**src/rtl/poly_normalize_pkg.sv**
```systemverilog
// Shared types and constants for the polynomial normalizer.
package poly_normalize_pkg;

    localparam int NumCoeffs = 4;
    localparam int WordBits  = 16;
    localparam int CoeffBits = 17;

    // Carry headroom, canonical value width and accumulator width
    localparam int CW = CoeffBits - WordBits + 1;
    localparam int VW = NumCoeffs * WordBits;
    localparam int AW = VW + CW;

    // 2^64 - 59
    localparam logic [VW-1:0] Modulus = 64'hFFFF_FFFF_FFFF_FFC5;

    // Coefficient i carries weight 2^(i*WordBits)
    typedef logic [NumCoeffs-1:0][CoeffBits-1:0] poly_t;

    typedef enum logic [1:0] {IDLE, CARRY, REDUCE, DONE} norm_state_t;

endpackage

```
**src/rtl/poly_normalize_if.sv**
```systemverilog
// Input/output handshake bundle for poly_normalize.
interface poly_normalize_if;
    import poly_normalize_pkg::*;

    logic            valid_i;
    logic            ready_o;
    poly_t           poly_i;
    logic            valid_o;
    logic            ready_i;
    logic [VW-1:0]   value_o;
    logic            err_o;

    modport slave  (input  valid_i, poly_i, ready_i,
                    output ready_o, valid_o, value_o, err_o);
    modport master (output valid_i, poly_i, ready_i,
                    input  ready_o, valid_o, value_o, err_o);
endinterface

```
**src/rtl/poly_normalize_cond_sub.sv**
```systemverilog
// Compare-and-subtract of the accumulator against the modulus, kept
// separate so the wide compare/subtract path is its own timing island.
module cond_sub
    import poly_normalize_pkg::*;
(
    input  logic [AW-1:0] acc_i,
    input  logic [AW-1:0] mod_i,
    output logic          ge_o,
    output logic [AW-1:0] diff_o
);
    assign ge_o   = (acc_i >= mod_i);
    assign diff_o = acc_i - mod_i;
endmodule

```
**src/rtl/poly_normalize.sv**
```systemverilog
// Redundant polynomial -> canonical integer in [0, Modulus): one carry
// step per coefficient, then up to MAX_SUB conditional subtractions.
module poly_normalize
    import poly_normalize_pkg::*;
#(
    parameter int MAX_SUB = 3
) (
    input logic             clk,
    input logic             rst_n,
    poly_normalize_if.slave bus
);
    localparam int IW  = (NumCoeffs > 1) ? $clog2(NumCoeffs) : 1;
    localparam int SCW = (MAX_SUB > 0) ? $clog2(MAX_SUB + 1) : 1;
    localparam int SW  = CoeffBits + 1;

    norm_state_t      state_q, state_d;
    poly_t            poly_q, poly_d;
    logic [IW-1:0]    idx_q, idx_d;
    logic [CW-1:0]    carry_q, carry_d;
    logic [AW-1:0]    acc_q, acc_d;
    logic [SCW-1:0]   sub_q, sub_d;
    logic             err_q, err_d;

    logic [SW-1:0]    sum;
    logic             ge;
    logic [AW-1:0]    diff;

    // One carry-propagation step on the currently indexed coefficient
    assign sum = SW'(poly_q[idx_q]) + SW'(carry_q);

    cond_sub u_cond_sub (
        .acc_i  (acc_q),
        .mod_i  (AW'(Modulus)),
        .ge_o   (ge),
        .diff_o (diff)
    );

    // Outputs depend on registered state only
    assign bus.ready_o = (state_q == IDLE);
    assign bus.valid_o = (state_q == DONE);
    assign bus.value_o = acc_q[VW-1:0];
    assign bus.err_o   = err_q;

    // State and datapath registers
    always_ff @(posedge clk or negedge rst_n) begin
        if (!rst_n) begin
            state_q <= IDLE;
            poly_q  <= '0;
            idx_q   <= '0;
            carry_q <= '0;
            acc_q   <= '0;
            sub_q   <= '0;
            err_q   <= 1'b0;
        end else begin
            state_q <= state_d;
            poly_q  <= poly_d;
            idx_q   <= idx_d;
            carry_q <= carry_d;
            acc_q   <= acc_d;
            sub_q   <= sub_d;
            err_q   <= err_d;
        end
    end

    // Next-state and datapath update
    always_comb begin
        state_d = state_q;
        poly_d  = poly_q;
        idx_d   = idx_q;
        carry_d = carry_q;
        acc_d   = acc_q;
        sub_d   = sub_q;
        err_d   = err_q;
        unique case (state_q)
            IDLE: begin
                if (bus.valid_i) begin
                    poly_d  = bus.poly_i;
                    idx_d   = '0;
                    carry_d = '0;
                    sub_d   = '0;
                    // Clear stale result so nothing leaks into the next one
                    acc_d   = '0;
                    err_d   = 1'b0;
                    state_d = CARRY;
                end
            end
            CARRY: begin
                acc_d[idx_q*WordBits +: WordBits] = sum[WordBits-1:0];
                carry_d = sum[SW-1:WordBits];
                idx_d   = idx_q + IW'(1);
                if (idx_q == IW'(NumCoeffs - 1)) begin
                    // Final carry lands in the headroom above the value
                    acc_d[AW-1 -: CW] = sum[SW-1:WordBits];
                    state_d = REDUCE;
                end
            end
            REDUCE: begin
                if (!ge) begin
                    err_d   = 1'b0;
                    state_d = DONE;
                end else if (sub_q < SCW'(MAX_SUB)) begin
                    acc_d = diff;
                    sub_d = sub_q + SCW'(1);
                end else begin
                    err_d   = 1'b1;
                    state_d = DONE;
                end
            end
            DONE: begin
                if (bus.ready_i) state_d = IDLE;
            end
            default: state_d = IDLE;
        endcase
    end

endmodule

```
**src/flat_wrapper.sv**
```systemverilog
// flat-port wrapper written by rule: the top's interface ports become plain ports
module poly_normalize_flat import poly_normalize_pkg::*;
#(
    parameter int MAX_SUB = 3
)
  (clk, rst_n, bus_valid_i, bus_poly_i, bus_ready_i, bus_ready_o, bus_valid_o, bus_value_o, bus_err_o);
  poly_normalize_if bus_i ();
  input logic clk;
  input logic rst_n;
  input wire logic [$bits(bus_i.valid_i)-1:0] bus_valid_i;
  input wire logic [$bits(bus_i.poly_i)-1:0] bus_poly_i;
  input wire logic [$bits(bus_i.ready_i)-1:0] bus_ready_i;
  output wire logic [$bits(bus_i.ready_o)-1:0] bus_ready_o;
  output wire logic [$bits(bus_i.valid_o)-1:0] bus_valid_o;
  output wire logic [$bits(bus_i.value_o)-1:0] bus_value_o;
  output wire logic [$bits(bus_i.err_o)-1:0] bus_err_o;
  assign bus_i.valid_i = bus_valid_i;
  assign bus_i.poly_i = bus_poly_i;
  assign bus_i.ready_i = bus_ready_i;
  assign bus_ready_o = bus_i.ready_o;
  assign bus_valid_o = bus_i.valid_o;
  assign bus_value_o = bus_i.value_o;
  assign bus_err_o = bus_i.err_o;
  poly_normalize #(.MAX_SUB(MAX_SUB)) u_core (.clk(clk), .rst_n(rst_n), .bus(bus_i));
endmodule
```
**config.mk**
```make
export PLATFORM = sky130hd
export DESIGN_NAME = poly_normalize_flat
export DESIGN_NICKNAME = d
export VERILOG_FILES = /design/src/rtl/poly_normalize_pkg.sv /design/src/rtl/poly_normalize_if.sv /design/src/rtl/poly_normalize_cond_sub.sv /design/src/rtl/poly_normalize.sv /design/src/flat_wrapper.sv
export SDC_FILE = /design/constraint.sdc
export NUM_CORES = 1
export LEC_CHECK = 0
export BUFFER_PORTS_ARGS = -buffer_cell sky130_fd_sc_hd__buf_2
export CORE_MARGIN = 8
export CORE_UTILIZATION = 55
export DETAILED_ROUTE_END_ITERATION = 6
export PLACE_DENSITY = 0.77
export SETUP_SLACK_MARGIN = 0.1
export SLEW_MARGIN = 40
export SYNTH_ARGS = -nofsm -noshare
export SYNTH_HDL_FRONTEND = slang
export SYNTH_SLANG_ARGS = --single-unit
```
**constraint.sdc**
```tcl
create_clock -name clk -period 4.7 [get_ports clk]
set_input_delay 0 -clock clk [delete_from_list [all_inputs] [get_ports clk]]
set_output_delay 0 -clock clk [all_outputs]
set_load 0.05 [all_outputs]
```
Word-level counts from Yosys, hierarchy flattened:

Index checks and enable logic that the tools add are counted.

* register bits: 143
* latch bits: 0
* bits in writable memories: 0
* ROM bits: 0
* output and inout port bits: 67
* memories kept: 0

* add/subtract/negate cells: 5
* multipliers: 0
* divide/modulo/power cells: 0
* magnitude comparators: 3
* equality and inequality tests: 10
* shift-type cells: 2
* mux-type cells: 24
* bitwise gates (word level): 0
* reductions and logical operators: 10

Operators with widths (number)
* $mux W66: 3
* $pmux W66 S3: 1
* $bwmux W66: 1
* $ge A66 B64 Y1 const B: 1
* $shift A16 B34 Y66 const A: 1
* $shiftx A16 B34 Y66: 1
* $sub A66 B64 Y66 const B: 1
* $bmux W17 S2: 1
* $neg A6 Y34: 1
* $add A17 B2 Y18: 1
* $mux W2: 9
* $mux W17: 1
* $pmux W2 S2: 3
* $reduce_and A4 Y1: 3
* $pmux W2 S4: 1
* $eq A2 B2 Y1 const B: 3
* $ne A2 B1 Y1 const B: 3
* $add A2 B1 Y2 const B: 2
* $ne A2 B2 Y1 const B: 2
* $reduce_and A2 Y1: 2
* $reduce_bool A2 Y1: 2
* $lt A2 B3 Y1 const B: 1
* $mux W1: 3
* $ne A3 B3 Y1 const B: 1
* 6 further kinds: 6

Depth between registers and ports, before layout:

Gate-level depths: netlist of run 1.

* depth in word-level cells: 7
* mapped depth: 13
* mapped depth without buffers: 9

Hierarchy:

Synthesis of run 1 repeated with hierarchy kept, for this count alone.

* cell total of the unflattened synthesis: 1482
* area total of the unflattened synthesis: 12941.2 um2

Modules (own cells, without submodules)
* poly_normalize: times used 1, cells each 853, area an instance 8818.5 um2, sequential area each 3578.4 um2
* cond_sub: times used 1, cells each 629, area an instance 4122.7 um2, sequential area each 0.0 um2

Least setup slack after synthesis of run 1:

OpenSTA, ideal clock, no wires.

* path type: register -> register
* start: register u_core.idx_q[0]
* end: register u_core.acc_q[62]
* setup time: 121 ps
* arrival: 3171 ps
* data required time: 4579 ps
* path slack: 1408 ps
* stages on the path, launching flop included: 13
* path buffers: 3
* period minus slack after synthesis: 3292 ps
* path through: dfrtp_1 buf_4 buf_4 buf_1 mux4_2 ha_1 fa_1 nand2_1 nor2_1 nand2_1 xnor2_1 a311o_1 a22o_1

* word-level cells in the longest chain between the ends: 6
* elaborated cells between the ends (all ways): 8
* classes of those cells: add/sub (2); shift (2); mux (4)

Ends and longest elaborated chain
* start, declared: RTL line poly_normalize.sv:18 `logic [IW-1:0] idx_q, idx_d;`
* start signal, assigned: RTL line poly_normalize.sv:57 `idx_q <= idx_d;`
* $bmux W17 S2: RTL line poly_normalize.sv:29 `assign sum = SW'(poly_q[idx_q]) + SW'(carry_q);`
* $mux W17 (not written as such): RTL line poly_normalize.sv:29
* $add A17 B2 Y18: RTL line poly_normalize.sv:29
* $shiftx A16 B34 Y66: RTL line poly_normalize.sv:88 `acc_d[idx_q*WordBits +: WordBits] = sum[WordBits-1:0];`
* $bwmux W66 (*): RTL line poly_normalize.sv:88
* $pmux W66 S3 (*): RTL line poly_normalize.sv:74 `unique case (state_q)`
* end signal, assigned: RTL line poly_normalize.sv:51 `acc_q <= '0;`
* end signal, assigned: RTL line poly_normalize.sv:59 `acc_q <= acc_d;`
* end, declared: RTL line poly_normalize.sv:20 `logic [AW-1:0] acc_q, acc_d;`

Every way passes the cells marked *; elsewhere a longest branch is shown, timed or not. The select of a mux whose other input is x is not followed.
A chain may end at the register's enable or synchronous reset.

Worst setup path after layout of run 1:

* start: register u_core.acc_q[54]
* end: register u_core.acc_q[44]

* word-level cells in the longest chain between the ends: 3

Ends and longest elaborated chain
* $ge A66 B64 Y1: RTL line poly_normalize_cond_sub.sv:11 `assign ge_o = (acc_i >= mod_i);`
* $ne A2 B1 Y1 (no source line)
* $reduce_and A4 Y1 (no source line)

Every way passes these cells.

==> summary by stage, run 1 <==
Finish
The layout overhead on the synthesized area is 19.0%. The top cell types in the final layout, fill and taps aside, are dfrtp_1, buf_2, nand2_1. Of the cells placed in the final design, the portion with a size suffix greater than 1 is 0.256.

Measured on the finished design, the core utilization comes to 0.661. Leaving out fill and tap cells, the most frequent cell in the layout is dfrtp_1. The final layout net count is 1,242. The final instance count without filler cells is 1,392.

Timing
The portion of the clock cycle consumed by the worst path in the final layout is 0.753. The number of endpoints failing setup at the final stage is 0. The fmax is 283 MHz.

The final critical delay including setup and external delays is 3540 ps. The number of pins exceeding their max-slew limit in the final report is 0. On the final layout, the worst clock skew is 13.7 ps. After routing, the total negative slack on setup checks comes to 0 ps.

At the pin with the least slew margin, the transition time is between 900 and 1000 ps. Once routing completed, OpenROAD measured the worst setup slack at 1160 ps. The final-report hold violation count is 0. Setup repair after global routing left no endpoint under its margin. In this run the tightest slew margin relative to its limit is 0.387.

Logic synthesis
After synthesis, the cell types taking the most area are dfrtp_1, mux2_2, buf_4, o21ai_0, mux4_2. The portion of the post-synthesis area used by sequential elements is 0.378. The top cell type's share of synthesized area is 0.378. Synthesis produced a netlist whose cell count is 1,022. For this run, the leading register cell type out of synthesis is dfrtp_1.

The share of synthesized registers carrying an async set or reset is 1.00. During synthesis, Yosys emitted a total of 0 warnings. The largest total area in the synthesized netlist belongs to dfrtp_1. The number of different library cells used by synthesis comes to between 70 and 80.

The post-synthesis net count is 1,111. The per-instance average area after synthesis is 9.27 um^2. The number of synthesized flops with an enable pin is 0. The number of synthesized register bits is 143. The synthesized netlist occupies a cell area of 9470 um^2.

Critical path
The critical path goes through nand4_1, nor4_1, nand4_1, a21oi_2, o211ai_1, buf_2, buf_2, or3b_1, nand3_1. In this run the critical register-to-register path is captured at u_core.acc_q[44]. The critical path in this run is classified as reg2reg.

STA classifies the critical path endpoint as a register. The largest individual stage delay along the critical path comes from the cell nor4_1. The cell class contributing the biggest share of worst-path delay is simple AND/OR/NAND/NOR gates.

In this run the register-to-register setup slack is 1160 ps. The maximum cell stage delay along the critical path is roughly 800 ps. For the worst flop-to-flop path, the logic depth is 9. Together, buffers and inverters on the worst path number 2. The required time of the worst setup path is 5060 ps. STA classifies the critical path startpoint as a register. In this run the worst path has a maximum fanout of 10.

Data arrives at the worst endpoint at 3900 ps. Tracing the worst setup path back leads to its startpoint at u_core.acc_q[54]. In this run the critical register-to-register path is launched from u_core.acc_q[54].

Pwr
Of the total power, the clock network draws 0.199. The share of total power dissipated in combinational logic is 0.519. The total net switching power is between 0.003 and 0.004 W. The power density relative to cell area is about 610 nW/um^2. Of the total power, registers draw 0.282. The design draws between 0.006 and 0.007 W. The worst IR drop on VDD is 0.370 mV. Internal power comes to approximately 0.0036 W. For this design the static power due to leakage is approximately 4.7 nW.

Of the total power, the share spent switching nets is 0.476.

GRT
The most crowded layer after global routing is met2. The initial antenna violation count is 0. The overall overflow remaining after global route is 0.

The number of global-route vias before repair is 9,076. For this run, global-route usage on met3 was measured as 0.0914. The met1 global-route usage is 0.345. The first global-routing pass estimated 50,500 um of wire. Across every metal layer, demand over resource in global routing totals 0.297. In the global route stage, met2 resource usage came out at 0.487. Entering global routing, the biggest net connects ~110 pins.

Floorplanning
For this configuration, the core starts out at a cell density of 0.555. The die covers about 22,000 um^2. The top-level I/O count is about 140. The core region is about 17,000 um^2. In this run the horizontal extent of the chip is 147 um. The number of placement rows is 48. Measured along the y axis, the die boundary spans roughly 150 um.

Clock tree
No sink is reached through more buffers than the 2 on the longest clock path. The number of buffers created by CTS is 17. The count of clock tree sinks is 143. Gates resized during post-CTS repair numbered 0.

The H-tree generated during clock tree synthesis spans 4 levels. TritonCTS built the clock tree. Clock-pin slew was measured on the worst setup and hold paths at about 70 ps. The cell sitting at the root of the clock tree is a clkbuf_16.

The later pin in the worst-skew pair is clocked with a latency of 430 ps.

Min path
The startpoint of the worst hold path is bus_ready_i. Counting instances, the worst hold path has a depth of 4. The worst hold path terminates at u_core.state_q[0].

The path category of the worst min-delay check is in2reg.

Placement
At the end of routability-driven placement, the weighted congestion stood at ~0.95. The number of cells after detailed placement is 1,287. Prior to clock tree synthesis, the placed netlist has a worst setup slack of approximately 1300 ps. The half-perimeter wire length after placement is 20,800 um.

The number of input and output port buffers inserted is 138.

Status
The run finished with clean final reports.

Route
After detailed routing, the average wire length per cell comes to 23.4 um. In this run the remaining antenna-violating nets after routing total 0. Summed over all layers, the routed wires come to ~33,000 um. The first detailed-routing pass ran for 6 iterations. For this block, the via count after detailed routing is 9,130.

The number of design-rule violations left by the first detailed-router iteration is between 1,000 and 1,500. Dividing the detail-routed via count by the number of cells gives roughly 6.6. The number of design rule violations left after detail routing is 0.

Flow run
The reported max-cap violation count is 0.
==> power by group through the flow <==
stage | logic (W) | clock network (W) | registers [W]
finish | 0.00359 | 0.00137 | 0.00195
global route | 0.00375 | 0.00144 | 0.00198
CTS | 0.00341 | 0.00138 | 0.00191
detailed placement | 0.00334 | 0 | 0.00193
global placement | 0.00325 | 0 | 0.00190
floorplan | 0.00239 | 0 | 0.00178
==> routing by layer <==
layer	vias up	wire length [um]
li1	4028	-
met2	630	15700
met1	4338	11800
met3	134	3640
met4	0	1430
met5	-	0
==> through the flow <==
step                instance area (um^2)  hold WS (ps)
detailed placement                  9920           126
global route                       11300          45.3
finish                             11300          11.5
floorplan                           9470          -296
global placement                    9880           219
CTS                                11200          24.2
==> timing repair <==
action | in CTS | in global routing
hold buffers | 70 | 0
hold endpoints to repair | 178 | 0
buffers inserted | 0 | 0
==> registers in the layout (all words and copies together), names as in the netlist <==
register	count
u_core.state_q	2
u_core.bus.err_o	1
u_core.carry_q	2
u_core.sub_q	2
u_core.idx_q	2
u_core.poly_q	68
u_core.acc_q	66
==> worst max path at each step <==
stage / to / slack, ps / cells after the start
6_report: u_core.acc_q[44] / 1160 / 9
5_1_grt: u_core.acc_q[45] / 1010 / 9
4_1_cts: u_core.acc_q[45] / 1270 / 9
3_5_place_dp: u_core.acc_q[64] / 1330 / 10
3_3_place_gp: u_core.acc_q[46] / 1210 / 11
2_1_floorplan: u_core.acc_q[62] / 1410 / 12
==> cell families (layout without fill, tap and decap cells) <==
group / Yosys count / in the layout / share of synthesized area
xor gates and xnor gates: 16 / 16 / 0.0148
other: 0 / 1 / 0
AOI/OAI and AO/OA: 279 / 279 / 0.193
muxes: 91 / 91 / 0.128
buffers and inverters: 152 / 296 / 0.0890
DFF: 143 / 143 / 0.378
adders and majority gates: 17 / 17 / 0.0232
and+or+nand+nor: 324 / 324 / 0.174
==> area by class of cell <==
type	count	area (um^2)
fillers	1326	5790
repair buffers	228	1570
inverters	36	135
diodes	1	2.50
multi-input cells	727	5100
well taps	225	282
clock inverters	13	140
flip-flops and latches	143	3580
clock buffers	19	453
==> worst reg2reg max path: cells and delay by family (launching register included) <==
family,cells,cell delay (ps)
buffers and inverters,2,400
DFF,1,570
and+or+nand+nor,5,1750
AOI/OAI and AO/OA,2,750
==> cells in the mapped netlist (8+ instances only) <==
library cell	n
o22ai_1	15
nor2_1	54
o21ai_0	92
nand4_1	20
mux2_2	69
a22oi_1	8
buf_4	68
a211oi_1	8
ha_1	16
a221oi_1	8
and3_1	13
xnor2_1	11
a22o_1	16
and2_1	8
inv_1	34
buf_2	8
a31oi_1	17
buf_1	11
a21oi_1	38
o221ai_1	10
nand2_1	95
dfrtp_1	143
mux4_2	17
nor4_1	20
nand3_1	48
clkbuf_1	28
nor3_1	25
Power figures use the tool's default switching activity.
==> run 2: changes to the inputs <==
--- a/config.mk
+++ b/config.mk
@@ -7,9 +7,9 @@
 export LEC_CHECK = 0
 export BUFFER_PORTS_ARGS = -buffer_cell sky130_fd_sc_hd__buf_2
 export CORE_MARGIN = 8
-export CORE_UTILIZATION = 55
+export CORE_UTILIZATION = 53
 export DETAILED_ROUTE_END_ITERATION = 6
-export PLACE_DENSITY = 0.77
+export PLACE_DENSITY = 0.78
 export SETUP_SLACK_MARGIN = 0.1
 export SLEW_MARGIN = 40
 export SYNTH_ARGS = -nofsm -noshare
==> constraint.sdc (replaced) <==
create_clock -name clk -period 3 [get_ports clk]
set_input_delay 0 -clock clk [delete_from_list [all_inputs] [get_ports clk]]
set_output_delay 0 -clock clk [all_outputs]
set_load 0.05 [all_outputs]
==> run 2 against run 1 <==
Effect of this change: the run now ends with DRC left; die area is 3.4% higher; cell area is 5.0% higher; cell count is 4.6% higher; largest power group unchanged; sequential power is 52% higher; register-to-register slack worse by 970 ps; routed wire length is 3.9% higher; global-route usage is 0.44 points higher; sequential share of layout area is 1.5 points lower; critical path type unchanged; worst hold slack better by 150 ps; combinational power is 76% higher; largest cell class unchanged.
==> summary by stage, run 2 (synthesis results as in run 1) <==
Status
The run finished, with violations left. The checks that failed: DRC.

Timing
The max-slew headroom at the worst pin came to 0.466 (+0.0798). The number of pins exceeding their max-slew limit in the final report is 0 (unchanged). The portion of the clock cycle consumed by the worst path in the final layout was 0.936 (+0.183).

The number of endpoints failing setup at the final stage is 0 (unchanged). The transition at the pin with the smallest max-transition slack is 794 ps (-123 ps). The fmax came to 356 MHz (+26%). Setup repair after global routing left no endpoint under its margin. The maximum clock skew at final layout is 12.1 ps (-1.59 ps). The final critical delay including setup and external delays is 2810 ps (-730 ps). The worst slack on hold paths is 162 ps (+151 ps). The setup total negative slack is 0 ps (unchanged). The final worst-path setup slack is 191 ps (-970 ps).

The final-report hold violation count is 0 (unchanged).

Critical path
The required time of the worst setup path is 3320 ps (-1740 ps). Walking the worst path, the cells encountered are mux4_2, ha_2, fa_2, nand2_2, nor3_1, xnor2_1, o221ai_1, a22o_1. Among all stages on the critical path, the largest delay is contributed by mux4_2. STA classifies the critical path endpoint as a register. The kind of critical path is reg2reg. STA classifies the critical path startpoint as a register.

The top fanout value on the critical path is 5 (-5). The data arrival at the endpoint of the critical path came to 3130 ps (-770 ps). The maximum cell stage delay along the critical path came to 520 ps (-300 ps).

Route
The routed length on met1 is 12,500 um (+6.0%). The number of design rule violations left after detail routing is 1 (+1). The number of design-rule violations left by the first detailed-router iteration came to 960 (-11%).

The number of iterations in the first detailed-routing pass is 7 (+1). The total vias in the final route is 9,404 (+3.0%). The detail-routed via count per cell is 6.46 (-1.5%). The antenna violation net count after detailed routing is 0 (unchanged). The detailed-route wire length came to 33,900 um (+3.9%).

After detailed routing, no signal wire sits above met4. The wire length on met3 was 3660 um (+0.47%). The met2 wire length is 16,100 um (+2.2%). The routed length per placed instance is 23.3 um (-0.64%).

Placement
The weighted congestion at the end of routability-driven global placement is 0.968 (+1.9%). The half-perimeter wire length after placement is 21,900 um (+5.2%). The number of input and output port buffers inserted was 138 (unchanged). The cell area reported after detailed placement is 10,400 um^2 (+4.8%). The post-placement worst setup slack is 75.6 ps (-1250 ps).

Floorplanning
The vertical extent of the die is 150 um (+1.7%). The top-level I/O count is 139 (unchanged). The horizontal extent of the die is 150 um (+1.7%). The area of the die is 22,400 um^2 (+3.4%). The number of placement rows is 49 (+2.1%). The core area came to 17,800 um^2 (+4.2%). The initial standard-cell utilization of the core is 0.533 (-0.0226).

GRT
The pin count of the biggest net entering global routing is 82 (-26%). The global router's overall resource usage is 0.301 (+0.00442). The wire length of the first global-routing pass came to 52,500 um (+3.9%). The number of global-route vias before repair came to 9,417 (+3.8%). The initial antenna violation count is 0 (unchanged).

The overall overflow remaining after global route is 0 (unchanged).

Finish
In the final layout, the registers with the most flip-flops are u_core.poly_q (68), u_core.acc_q (66). The final layout net count came to 1,303 (+4.9%). The share of post-route cells with drive strength above 1 came to 0.303 (+0.0467). The number of flip-flops under the largest register name is 68 (unchanged). The fill cell total of the finished layout is 1,422 (+7.2%). Counting flops per register, the top entry is u_core.poly_q. The cell area after layout came to 11,800 um^2 (+5.0%). The library cell used most frequently in the layout, excluding fill and tap cells, is dfrtp_1. The antenna cell count is 0 (-1).

In the layout the commonest cells are dfrtp_1, buf_2, nand2_1. Compared with the post-synthesis result, the final layout area differs by 24.9%.

Clock tree
The clock latency reported for the late side of the worst-skew pair is 440 ps (about the same). The count of clock tree sinks is 143 (unchanged). The number of buffers created by CTS is 17 (unchanged). CTS placed an instance of clkbuf_16 at the clock tree root. The maximum level of the CTS H-tree is 4 (unchanged). The largest buffer count on any clock path was 2 (unchanged). The clock tree from TritonCTS is done. The register clock-pin slew on the reported worst setup and hold paths is 70 ps (about the same).

Flow run
The reported max-cap violation count is 0 (unchanged).

Pwr
The worst IR drop on VDD is 0.738 mV (+99%). The leakage component of the power is 5.05 nW (+7.1%). The power after layout is 0.0114 W (+66%). The power density relative to cell area is 966 nW/um^2 (+58%).

Min path
The path category of the worst min-delay check is in2async.
-- run 2: worst paths after layout --
path                       depth (start not counted)  slack, ps           endpoint         startpoint
setup / recovery                                   8        190   u_core.acc_q[42]    u_core.idx_q[0]
hold / removal                                     2        160   u_core.acc_q[20]              rst_n
setup reg to reg                                   8        190   u_core.acc_q[42]    u_core.idx_q[0]
hold reg to reg                                    1        510  u_core.poly_q[42]  u_core.poly_q[42]
max in group asynchronous                          3       2060  u_core.poly_q[11]              rst_n
min in group clk                                   3        340  u_core.poly_q[58]     bus_poly_i[58]
-- run 2: layout make-up --
class | count | area (um^2) | area share
Multi-Input combinational cell | 727 | 5180 | 0.437
Sequential cell | 143 | 3580 | 0.302
Tap cell | 229 | 287 | 0.0242
Clock buffer | 17 | 425 | 0.0359
Clock inverter | 15 | 150 | 0.0127
Inverter | 36 | 135 | 0.0114
Timing Repair Buffer | 289 | 2080 | 0.176
-- run 2: per-stage QoR --
step	utilization	cells
after global routing	0.666	1456
after detailed placement	0.585	1347
after CTS	0.657	1450
after floorplan	-	1022
after global placement	0.584	1347
final	0.666	1456
-- run 2: timing repair --
item / 4_1_cts / 5_1_grt
pin swaps: 0 / 7
hold endpoints to repair: 150 / 0
resized for setup: 1 / 19
setup endpoints to repair: 2 / 60
hold buffers: 71 / 0
setup buffers: 0 / 6
-- run 2: routing by layer --
metal,global-route usage,up-vias
met1,0.363,4480
met5,0,-
met4,0.146,0
li1,-,4140
met3,0.0711,133
met2,0.501,651
-- run 2: report_power, final --
group          total [W]  switching [W]  internal [W]
registers        0.00296       0.000444       0.00252
logic            0.00633        0.00394       0.00238
clock network    0.00214       0.000967       0.00117
total             0.0114        0.00535       0.00608
-- run 2: worst max-delay path, delay by kind of cell (launching register included) --
family / cells / cell delay [ps]
muxes: 1 / 520
xor gates and xnor gates: 1 / 460
AOI/OAI and AO/OA: 2 / 470
adders and majority gates: 2 / 630
DFF: 1 / 430
and+or+nand+nor: 2 / 180
